### src/rtl/instr_compressor.sv
// instr_compressor: converts RV32I instructions to RVC parcels where an exact
// round-trip exists, and packs the resulting 16/32-bit parcels into 32-bit
// instruction-memory words (lower address in bits [15:0]).
// Build option: define QUINTA_COMPRESS_EN to include the compression decoder;
// without it every instruction passes through unchanged.
module instr_compressor (
    input  logic        clk,
    input  logic        rst,
    input  logic        in_valid,
    output logic        in_ready,
    input  logic [31:0] in_instr,
    input  logic        in_last,
    output logic        out_valid,
    input  logic        out_ready,
    output logic [31:0] out_word,
    output logic        out_last,
    output logic [15:0] compressed_cnt
);

    typedef enum logic [1:0] {
        ST_EMPTY = 2'd0,
        ST_HALF  = 2'd1,
        ST_FLUSH = 2'd2
    } state_t;

    state_t      state_reg, state_next;
    logic [15:0] pending_reg, pending_next;
    logic        out_valid_reg, out_valid_next;
    logic [31:0] out_word_reg, out_word_next;
    logic        out_last_reg, out_last_next;
    logic [15:0] cnt_reg, cnt_next;

    logic        is_comp;
    logic [15:0] comp_half;
    logic        out_free;
    logic        accept;

`ifdef QUINTA_COMPRESS_EN
    logic [6:0]  opcode;
    logic [4:0]  rd;
    logic [2:0]  funct3;
    logic [4:0]  rs1;
    logic [4:0]  rs2;
    logic [6:0]  funct7;
    logic [11:0] i_imm;
    logic [11:0] s_imm;
    logic [12:1] b_off;
    logic [20:1] j_off;
    logic        rd_p, rs1_p, rs2_p;
    logic        i_imm6_ok;

    assign opcode = in_instr[6:0];
    assign rd     = in_instr[11:7];
    assign funct3 = in_instr[14:12];
    assign rs1    = in_instr[19:15];
    assign rs2    = in_instr[24:20];
    assign funct7 = in_instr[31:25];
    assign i_imm  = in_instr[31:20];
    assign s_imm  = {in_instr[31:25], in_instr[11:7]};
    assign b_off  = {in_instr[31], in_instr[7], in_instr[30:25], in_instr[11:8]};
    assign j_off  = {in_instr[31], in_instr[19:12], in_instr[20], in_instr[30:21]};

    // 3-bit register fields reach only x8..x15 (binary 01xxx)
    assign rd_p  = (rd[4:3]  == 2'b01);
    assign rs1_p = (rs1[4:3] == 2'b01);
    assign rs2_p = (rs2[4:3] == 2'b01);

    // I-immediate fits a signed 6-bit field
    assign i_imm6_ok = (i_imm[11:5] == 7'h00) || (i_imm[11:5] == 7'h7F);

    // Decode: find the RVC form whose expansion equals in_instr exactly
    always_comb begin
        is_comp   = 1'b0;
        comp_half = 16'h0000;
        case (opcode)
            7'b0000011: begin // C.LW
                if (funct3 == 3'b010 && rd_p && rs1_p &&
                    i_imm[11:7] == 5'd0 && i_imm[1:0] == 2'd0) begin
                    is_comp   = 1'b1;
                    comp_half = {3'b010, i_imm[5:3], rs1[2:0], i_imm[2], i_imm[6],
                                 rd[2:0], 2'b00};
                end
            end
            7'b0100011: begin // C.SW
                if (funct3 == 3'b010 && rs1_p && rs2_p &&
                    s_imm[11:7] == 5'd0 && s_imm[1:0] == 2'd0) begin
                    is_comp   = 1'b1;
                    comp_half = {3'b110, s_imm[5:3], rs1[2:0], s_imm[2], s_imm[6],
                                 rs2[2:0], 2'b00};
                end
            end
            7'b0010011: begin
                case (funct3)
                    3'b000: begin // C.LI (rs1=x0) takes priority over C.ADDI
                        if (rd != 5'd0 && i_imm6_ok) begin
                            if (rs1 == 5'd0) begin
                                is_comp   = 1'b1;
                                comp_half = {3'b010, i_imm[5], rd, i_imm[4:0], 2'b01};
                            end else if (rs1 == rd && i_imm != 12'd0) begin
                                is_comp   = 1'b1;
                                comp_half = {3'b000, i_imm[5], rd, i_imm[4:0], 2'b01};
                            end
                        end
                    end
                    3'b001: begin // C.SLLI
                        if (funct7 == 7'd0 && rd == rs1 && rd != 5'd0 && rs2 != 5'd0) begin
                            is_comp   = 1'b1;
                            comp_half = {3'b000, 1'b0, rd, rs2, 2'b10};
                        end
                    end
                    3'b101: begin // C.SRLI / C.SRAI
                        if (rd == rs1 && rd_p && rs2 != 5'd0) begin
                            if (funct7 == 7'b0000000) begin
                                is_comp   = 1'b1;
                                comp_half = {3'b100, 1'b0, 2'b00, rd[2:0], rs2, 2'b01};
                            end else if (funct7 == 7'b0100000) begin
                                is_comp   = 1'b1;
                                comp_half = {3'b100, 1'b0, 2'b01, rd[2:0], rs2, 2'b01};
                            end
                        end
                    end
                    3'b111: begin // C.ANDI
                        if (rd == rs1 && rd_p && i_imm6_ok) begin
                            is_comp   = 1'b1;
                            comp_half = {3'b100, i_imm[5], 2'b10, rd[2:0], i_imm[4:0], 2'b01};
                        end
                    end
                    default: ;
                endcase
            end
            7'b0110111: begin // C.LUI: nonzero 6-bit sign-extended upper immediate
                if (rd != 5'd0 && rd != 5'd2 &&
                    (in_instr[31:17] == 15'h0000 || in_instr[31:17] == 15'h7FFF) &&
                    in_instr[17:12] != 6'd0) begin
                    is_comp   = 1'b1;
                    comp_half = {3'b011, in_instr[17], rd, in_instr[16:12], 2'b01};
                end
            end
            7'b1101111: begin // C.JAL (rd=x1) / C.J (rd=x0), 12-bit signed offset
                if ((rd == 5'd0 || rd == 5'd1) &&
                    (j_off[20:11] == 10'h000 || j_off[20:11] == 10'h3FF)) begin
                    is_comp   = 1'b1;
                    comp_half = {(rd == 5'd1) ? 3'b001 : 3'b101,
                                 j_off[11], j_off[4], j_off[9:8], j_off[10],
                                 j_off[6], j_off[7], j_off[3:1], j_off[5], 2'b01};
                end
            end
            7'b1100011: begin // C.BEQZ / C.BNEZ, 9-bit signed offset
                if ((funct3 == 3'b000 || funct3 == 3'b001) && rs2 == 5'd0 && rs1_p &&
                    (b_off[12:8] == 5'h00 || b_off[12:8] == 5'h1F)) begin
                    is_comp   = 1'b1;
                    comp_half = {(funct3 == 3'b000) ? 3'b110 : 3'b111,
                                 b_off[8], b_off[4:3], rs1[2:0],
                                 b_off[7:6], b_off[2:1], b_off[5], 2'b01};
                end
            end
            7'b1100111: begin // C.JR (rd=x0) / C.JALR (rd=x1), zero offset only
                if (funct3 == 3'b000 && i_imm == 12'd0 && rs1 != 5'd0 &&
                    (rd == 5'd0 || rd == 5'd1)) begin
                    is_comp   = 1'b1;
                    comp_half = {3'b100, rd[0], rs1, 5'd0, 2'b10};
                end
            end
            7'b0110011: begin
                if (funct7 == 7'd0 && funct3 == 3'b000 && rd != 5'd0 && rs2 != 5'd0) begin
                    // C.MV when rs1=x0, else C.ADD requires rs1=rd
                    if (rs1 == 5'd0) begin
                        is_comp   = 1'b1;
                        comp_half = {3'b100, 1'b0, rd, rs2, 2'b10};
                    end else if (rs1 == rd) begin
                        is_comp   = 1'b1;
                        comp_half = {3'b100, 1'b1, rd, rs2, 2'b10};
                    end
                end else if (rd == rs1 && rd_p && rs2_p) begin
                    // C.SUB / C.XOR / C.OR / C.AND share one format
                    if (funct7 == 7'b0100000 && funct3 == 3'b000) begin
                        is_comp   = 1'b1;
                        comp_half = {3'b100, 1'b0, 2'b11, rd[2:0], 2'b00, rs2[2:0], 2'b01};
                    end else if (funct7 == 7'd0 && funct3 == 3'b100) begin
                        is_comp   = 1'b1;
                        comp_half = {3'b100, 1'b0, 2'b11, rd[2:0], 2'b01, rs2[2:0], 2'b01};
                    end else if (funct7 == 7'd0 && funct3 == 3'b110) begin
                        is_comp   = 1'b1;
                        comp_half = {3'b100, 1'b0, 2'b11, rd[2:0], 2'b10, rs2[2:0], 2'b01};
                    end else if (funct7 == 7'd0 && funct3 == 3'b111) begin
                        is_comp   = 1'b1;
                        comp_half = {3'b100, 1'b0, 2'b11, rd[2:0], 2'b11, rs2[2:0], 2'b01};
                    end
                end
            end
            default: ;
        endcase
    end
`else
    // Compression compiled out: every instruction is passed through as 32 bits
    assign is_comp   = 1'b0;
    assign comp_half = 16'h0000;
`endif

    assign out_free = !out_valid_reg || out_ready;
    assign in_ready = (state_reg != ST_FLUSH) && out_free;
    assign accept   = in_valid && in_ready;

    assign out_valid      = out_valid_reg;
    assign out_word       = out_word_reg;
    assign out_last       = out_last_reg;
    assign compressed_cnt = cnt_reg;

    // Packer next-state: merge parcels into words, flush the odd half at stream end
    always_comb begin
        state_next     = state_reg;
        pending_next   = pending_reg;
        out_valid_next = out_valid_reg && !out_ready;
        out_word_next  = out_word_reg;
        out_last_next  = out_last_reg;
        cnt_next       = cnt_reg;

        if (accept && is_comp && cnt_reg != 16'hFFFF) begin
            cnt_next = cnt_reg + 16'd1;
        end

        case (state_reg)
            ST_EMPTY: begin
                if (accept) begin
                    if (is_comp) begin
                        if (in_last) begin
                            // lone parcel at stream end: pad with a C.NOP
                            out_valid_next = 1'b1;
                            out_word_next  = {16'h0001, comp_half};
                            out_last_next  = 1'b1;
                        end else begin
                            pending_next = comp_half;
                            state_next   = ST_HALF;
                        end
                    end else begin
                        out_valid_next = 1'b1;
                        out_word_next  = in_instr;
                        out_last_next  = in_last;
                    end
                end
            end
            ST_HALF: begin
                if (accept) begin
                    out_valid_next = 1'b1;
                    if (is_comp) begin
                        out_word_next = {comp_half, pending_reg};
                        out_last_next = in_last;
                        pending_next  = 16'h0000;
                        state_next    = ST_EMPTY;
                    end else begin
                        // 32-bit instruction straddles two words
                        out_word_next = {in_instr[15:0], pending_reg};
                        out_last_next = 1'b0;
                        pending_next  = in_instr[31:16];
                        if (in_last) begin
                            state_next = ST_FLUSH;
                        end
                    end
                end
            end
            ST_FLUSH: begin
                if (out_free) begin
                    out_valid_next = 1'b1;
                    out_word_next  = {16'h0001, pending_reg};
                    out_last_next  = 1'b1;
                    pending_next   = 16'h0000;
                    state_next     = ST_EMPTY;
                end
            end
            default: begin
                state_next = ST_EMPTY;
            end
        endcase
    end

    // State and output registers with synchronous reset
    always_ff @(posedge clk) begin
        if (rst) begin
            state_reg     <= ST_EMPTY;
            pending_reg   <= 16'h0000;
            out_valid_reg <= 1'b0;
            out_word_reg  <= 32'h0000_0000;
            out_last_reg  <= 1'b0;
            cnt_reg       <= 16'h0000;
        end else begin
            state_reg     <= state_next;
            pending_reg   <= pending_next;
            out_valid_reg <= out_valid_next;
            out_word_reg  <= out_word_next;
            out_last_reg  <= out_last_next;
            cnt_reg       <= cnt_next;
        end
    end

endmodule
### config.mk
export PLATFORM = sky130hd
export DESIGN_NAME = instr_compressor
export DESIGN_NICKNAME = d
export VERILOG_FILES = /design/src/rtl/instr_compressor.sv
export SDC_FILE = /design/constraint.sdc
export NUM_CORES = 1
export LEC_CHECK = 0
export CORE_ASPECT_RATIO = 1.25
export CORE_MARGIN = 4
export CORE_UTILIZATION = 40
export CTS_CLUSTER_SIZE = 14
export DETAILED_ROUTE_END_ITERATION = 12
export GPL_ROUTABILITY_DRIVEN = 0
export HOLD_SLACK_MARGIN = 0.15
export PLACE_DENSITY = 0.8
export SLEW_MARGIN = 15
export SYNTH_ARGS = -nofsm -noshare
export SYNTH_HDL_FRONTEND = slang
export SYNTH_SLANG_ARGS = --single-unit
### constraint.sdc
create_clock -name clk -period 1.2 [get_ports clk]
set_input_delay 0.24 -clock clk [delete_from_list [all_inputs] [get_ports clk]]
set_output_delay 0.24 -clock clk [all_outputs]
set_load 0.02 [all_outputs]
==> implementation parameters <==
Parameter                              Value

Route
  Mean routed wirelength per cell    13.34 µm
  Final ANT Viol Nets    0
  Wire length after detailed routing    3883 µm
  Via density per instance    4.711
  Via Count    1371
  Residual DRC    0
  Drt pass-1 iters    4
  DR iter-0 viols    115

Flow run
  Max_cap viols    0

Placement
  DP Wirelength    2676 µm
  Placed Instances    284
  Port-buffer cells    71
  DP Area    0.002381 mm²

Floorplan
  Number of top-level pins    88
  Die ar.    0.005491 mm²
  Die width    67.09 µm
  Initial core utilization    0.4192
  Vertical die dimension    81.86 µm
  FP Rows    26
  Core region area    0.004164 mm²

Worst setup path
  Origin of the critical flop-to-flop path    out_valid$_SDFF_PP0_
  Worst setup path class    reg2out
  Series of cell instances along the critical path    dlygate4sd2_1
  Launching element type of the critical path    flop
  Slowest stage delay, CP    0.33 ns
  Critical Path Source    out_word[30]$_SDFFE_PP0P_
  Crit path max-delay family    buffers and inverters
  Worst-case reg-to-reg path depth    4
  Type of destination of the critical path    primary output
  Highest net fanout along the worst path    2
  Data arrival time of the critical path    0.93 ns
  Number of cells on the critical path    1
  Worst Setup EP    out_word[30]
  Worst reg-to-reg setup slack    0.11 ns
  Required @ worst endpoint    0.96 ns
  Slowest cell on the critical path    sky130_fd_sc_hd__dlygate4sd2_1
  Reg-to-reg critical path endpoint    out_word[16]$_SDFFE_PP0P_
  Buf/Inv on CP    1

Timing
  RSZ-0062 raised after global routing    false
  Setup violators final    0
  Crit share post-route    0.9779
  Slew Viols, Final    0
  Final worst clock skew    0.003432 ns
  Min Tclk post-route    1.173 ns
  Hold violation total from the final report    0
  Worst Hold Slack    0.3867 ns
  Maximum clock frequency    0.8522 GHz

Cells and area
  Non-Filler Cell Area, Final    0.002392 mm²
  Antenna cell count    0
  Storage element area    680.7 µm²
  Final core utilization    0.5745
  Net total in the final layout    272
  Flip-flop count of the largest register after layout    32
  Area occupied by multi-input gates    863.3 µm²
  Fill cell count    403
  Share of layout cells above drive strength 1    0.2596
  Final instance count without filler cells    291
  Area growth from synthesis to layout    37.06%

Synth
  Sequential share of the synthesized area    0.3900
  Post-Syn Area per Cell    10.15 µm²
  Cell type with the highest aggregate area in the netlist    sky130_fd_sc_hd__dfxtp_1
  Number of register bits inferred by synthesis    34
  Yosys cell types    13
  Post-synthesis cell count    172
  Synth top area share    0.3900
  Cell area after synthesis    0.001745 mm²
  Yosys warning count    0
  Cells taking the most area after synthesis    sky130_fd_sc_hd__dfxtp_1, sky130_fd_sc_hd__a21bo_1, sky130_fd_sc_hd__a21oi_2, sky130_fd_sc_hd__nand3_1, sky130_fd_sc_hd__buf_4

Power
  Leakage Power    0.0009618 µW
  Net switching power of the design    728.5 µW
  Part of the power in registers    0.472
  Logic gate share of total power    0.232
  Largest vdd supply drop    0.5627 mV
  Switch share    0.2798
  Cell area power density    1088 mW/mm²
  Cell-internal power    1875 µW
  Portion of total power attributed to the clock network    0.296

Clock network
  Longest Clk Path Bufs    2
  TritonCTS clock tree    yes
  Clk Tree Root Cell    sky130_fd_sc_hd__clkbuf_8
  Clock insertion delay at the later pin of the skew report    0.28 ns
  CTS Hold Buffers Added    0
  Clock Sinks    34
  Clock input transition at the sequential cells of the worst setup and hold paths    0.06 ns
  # Post-CTS Setup Buffers    0
  Total CTS buffers    5
  Number of levels in the clock H-tree    2

Min path
  HP Class    in2reg

Global routing
  Gr usage total    0.1469
  Vias in the first global route    1307
  Initial antenna violation count    0
  Largest net degree at the start of global routing    68
  Grt ovf    0
  Global-route wire length before repair    6258 µm

Outcome
  Run status    completed
timing repair:
item | in CTS | in global routing
endpoints found under the setup margin | 35 | 39
endpoints found under the hold margin | 0 | 0
resized for setup | 56 | 33
cell type report:
| class | instances | share of cell area |
|---|---|---|
| flip-flops and latches | 34 | 0.2845 |
| repair buffers | 76 | 0.2918 |
| well taps | 56 | 0.02929 |
| inverters | 1 | 0.001569 |
| multi-input cells | 117 | 0.3609 |
| clock buffers | 7 | 0.03190 |
cells in the final DEF (no fill, tap or decap), types with 2 or more instances in the layout:
cell	n
sky130_fd_sc_hd__clkbuf_1	2
sky130_fd_sc_hd__a21bo_1	33
sky130_fd_sc_hd__clkdlybuf4s15_1	18
sky130_fd_sc_hd__clkbuf_8	5
sky130_fd_sc_hd__conb_1	16
sky130_fd_sc_hd__buf_12	2
sky130_fd_sc_hd__buf_4	2
sky130_fd_sc_hd__dlygate4sd2_1	2
sky130_fd_sc_hd__clkdlybuf4s50_1	33
sky130_fd_sc_hd__nand3_1	33
sky130_fd_sc_hd__dfxtp_1	34
sky130_fd_sc_hd__clkbuf_2	13
sky130_fd_sc_hd__a21oi_2	33
sky130_fd_sc_hd__buf_2	3
sky130_fd_sc_hd__buf_6	2
tightest hold or removal path: stages:
cell,delay [ns]
sky130_fd_sc_hd__buf_2,0.10
sky130_fd_sc_hd__buf_12,0.24
sky130_fd_sc_hd__a21oi_2,0.04
cells by family after synthesis:
group | synth area share
flip-flops | 0.3900
other | 0.002148
AO/OA/AOI/OAI | 0.3577
buffers and inverters | 0.1477
AND/OR/NAND/NOR | 0.1025
power groups by stage:
stage / combinational, µW / sequential, µW / clock, µW
2_1_floorplan: 338 / 1330 / 0
3_3_place_gp: 644 / 1250 / 0
3_5_place_dp: 652 / 1250 / 0
4_1_cts: 615 / 1230 / 803
5_1_grt: 652 / 1240 / 842
6_report: 603 / 1230 / 771
layer usage:
layer	global-route usage	vias up	share of wire
met2	0.2350	55	0.47
met1	0.1839	618	0.44
met5	0	-	0
li1	-	692	-
met4	0.05477	0	0.013
met3	0.04514	6	0.077
through the flow:
| step | TNS [ns] | power [µW] | setup WS (ns) |
|---|---|---|---|
| floorplan | 0 | 1670 | 0.03944 |
| global placement | -7.396 | 1897 | -0.4714 |
| detailed placement | -7.996 | 1905 | -0.4728 |
| CTS | 0 | 2647 | 0.0001656 |
| global route | 0 | 2731 | 0.0004073 |
| finish | 0 | 2604 | 0.02650 |
worst min path at each step:
stage                         startpoint                        end  depth (start not counted)
6_report                             rst      out_last$_SDFFE_PP0P_                          3
5_1_grt                              rst   out_word[0]$_SDFFE_PP0P_                          3
4_1_cts                              rst      out_last$_SDFFE_PP0P_                          3
3_5_place_dp   out_word[25]$_SDFFE_PP0P_  out_word[25]$_SDFFE_PP0P_                          2
3_3_place_gp   out_word[31]$_SDFFE_PP0P_  out_word[31]$_SDFFE_PP0P_                          2
2_1_floorplan                    in_last      out_last$_SDFFE_PP0P_                          2
synthesized netlist by cell type:
master	instances
sky130_fd_sc_hd__a21bo_1	33
sky130_fd_sc_hd__a21oi_1	1
sky130_fd_sc_hd__a21oi_2	33
sky130_fd_sc_hd__buf_1	1
sky130_fd_sc_hd__buf_2	8
sky130_fd_sc_hd__buf_4	16
sky130_fd_sc_hd__buf_6	7
sky130_fd_sc_hd__clkbuf_1	3
sky130_fd_sc_hd__conb_1	1
sky130_fd_sc_hd__dfxtp_1	34
sky130_fd_sc_hd__inv_1	1
sky130_fd_sc_hd__nand2b_4	1
sky130_fd_sc_hd__nand3_1	33
Note: power is estimated with default switching activity, not from simulation.
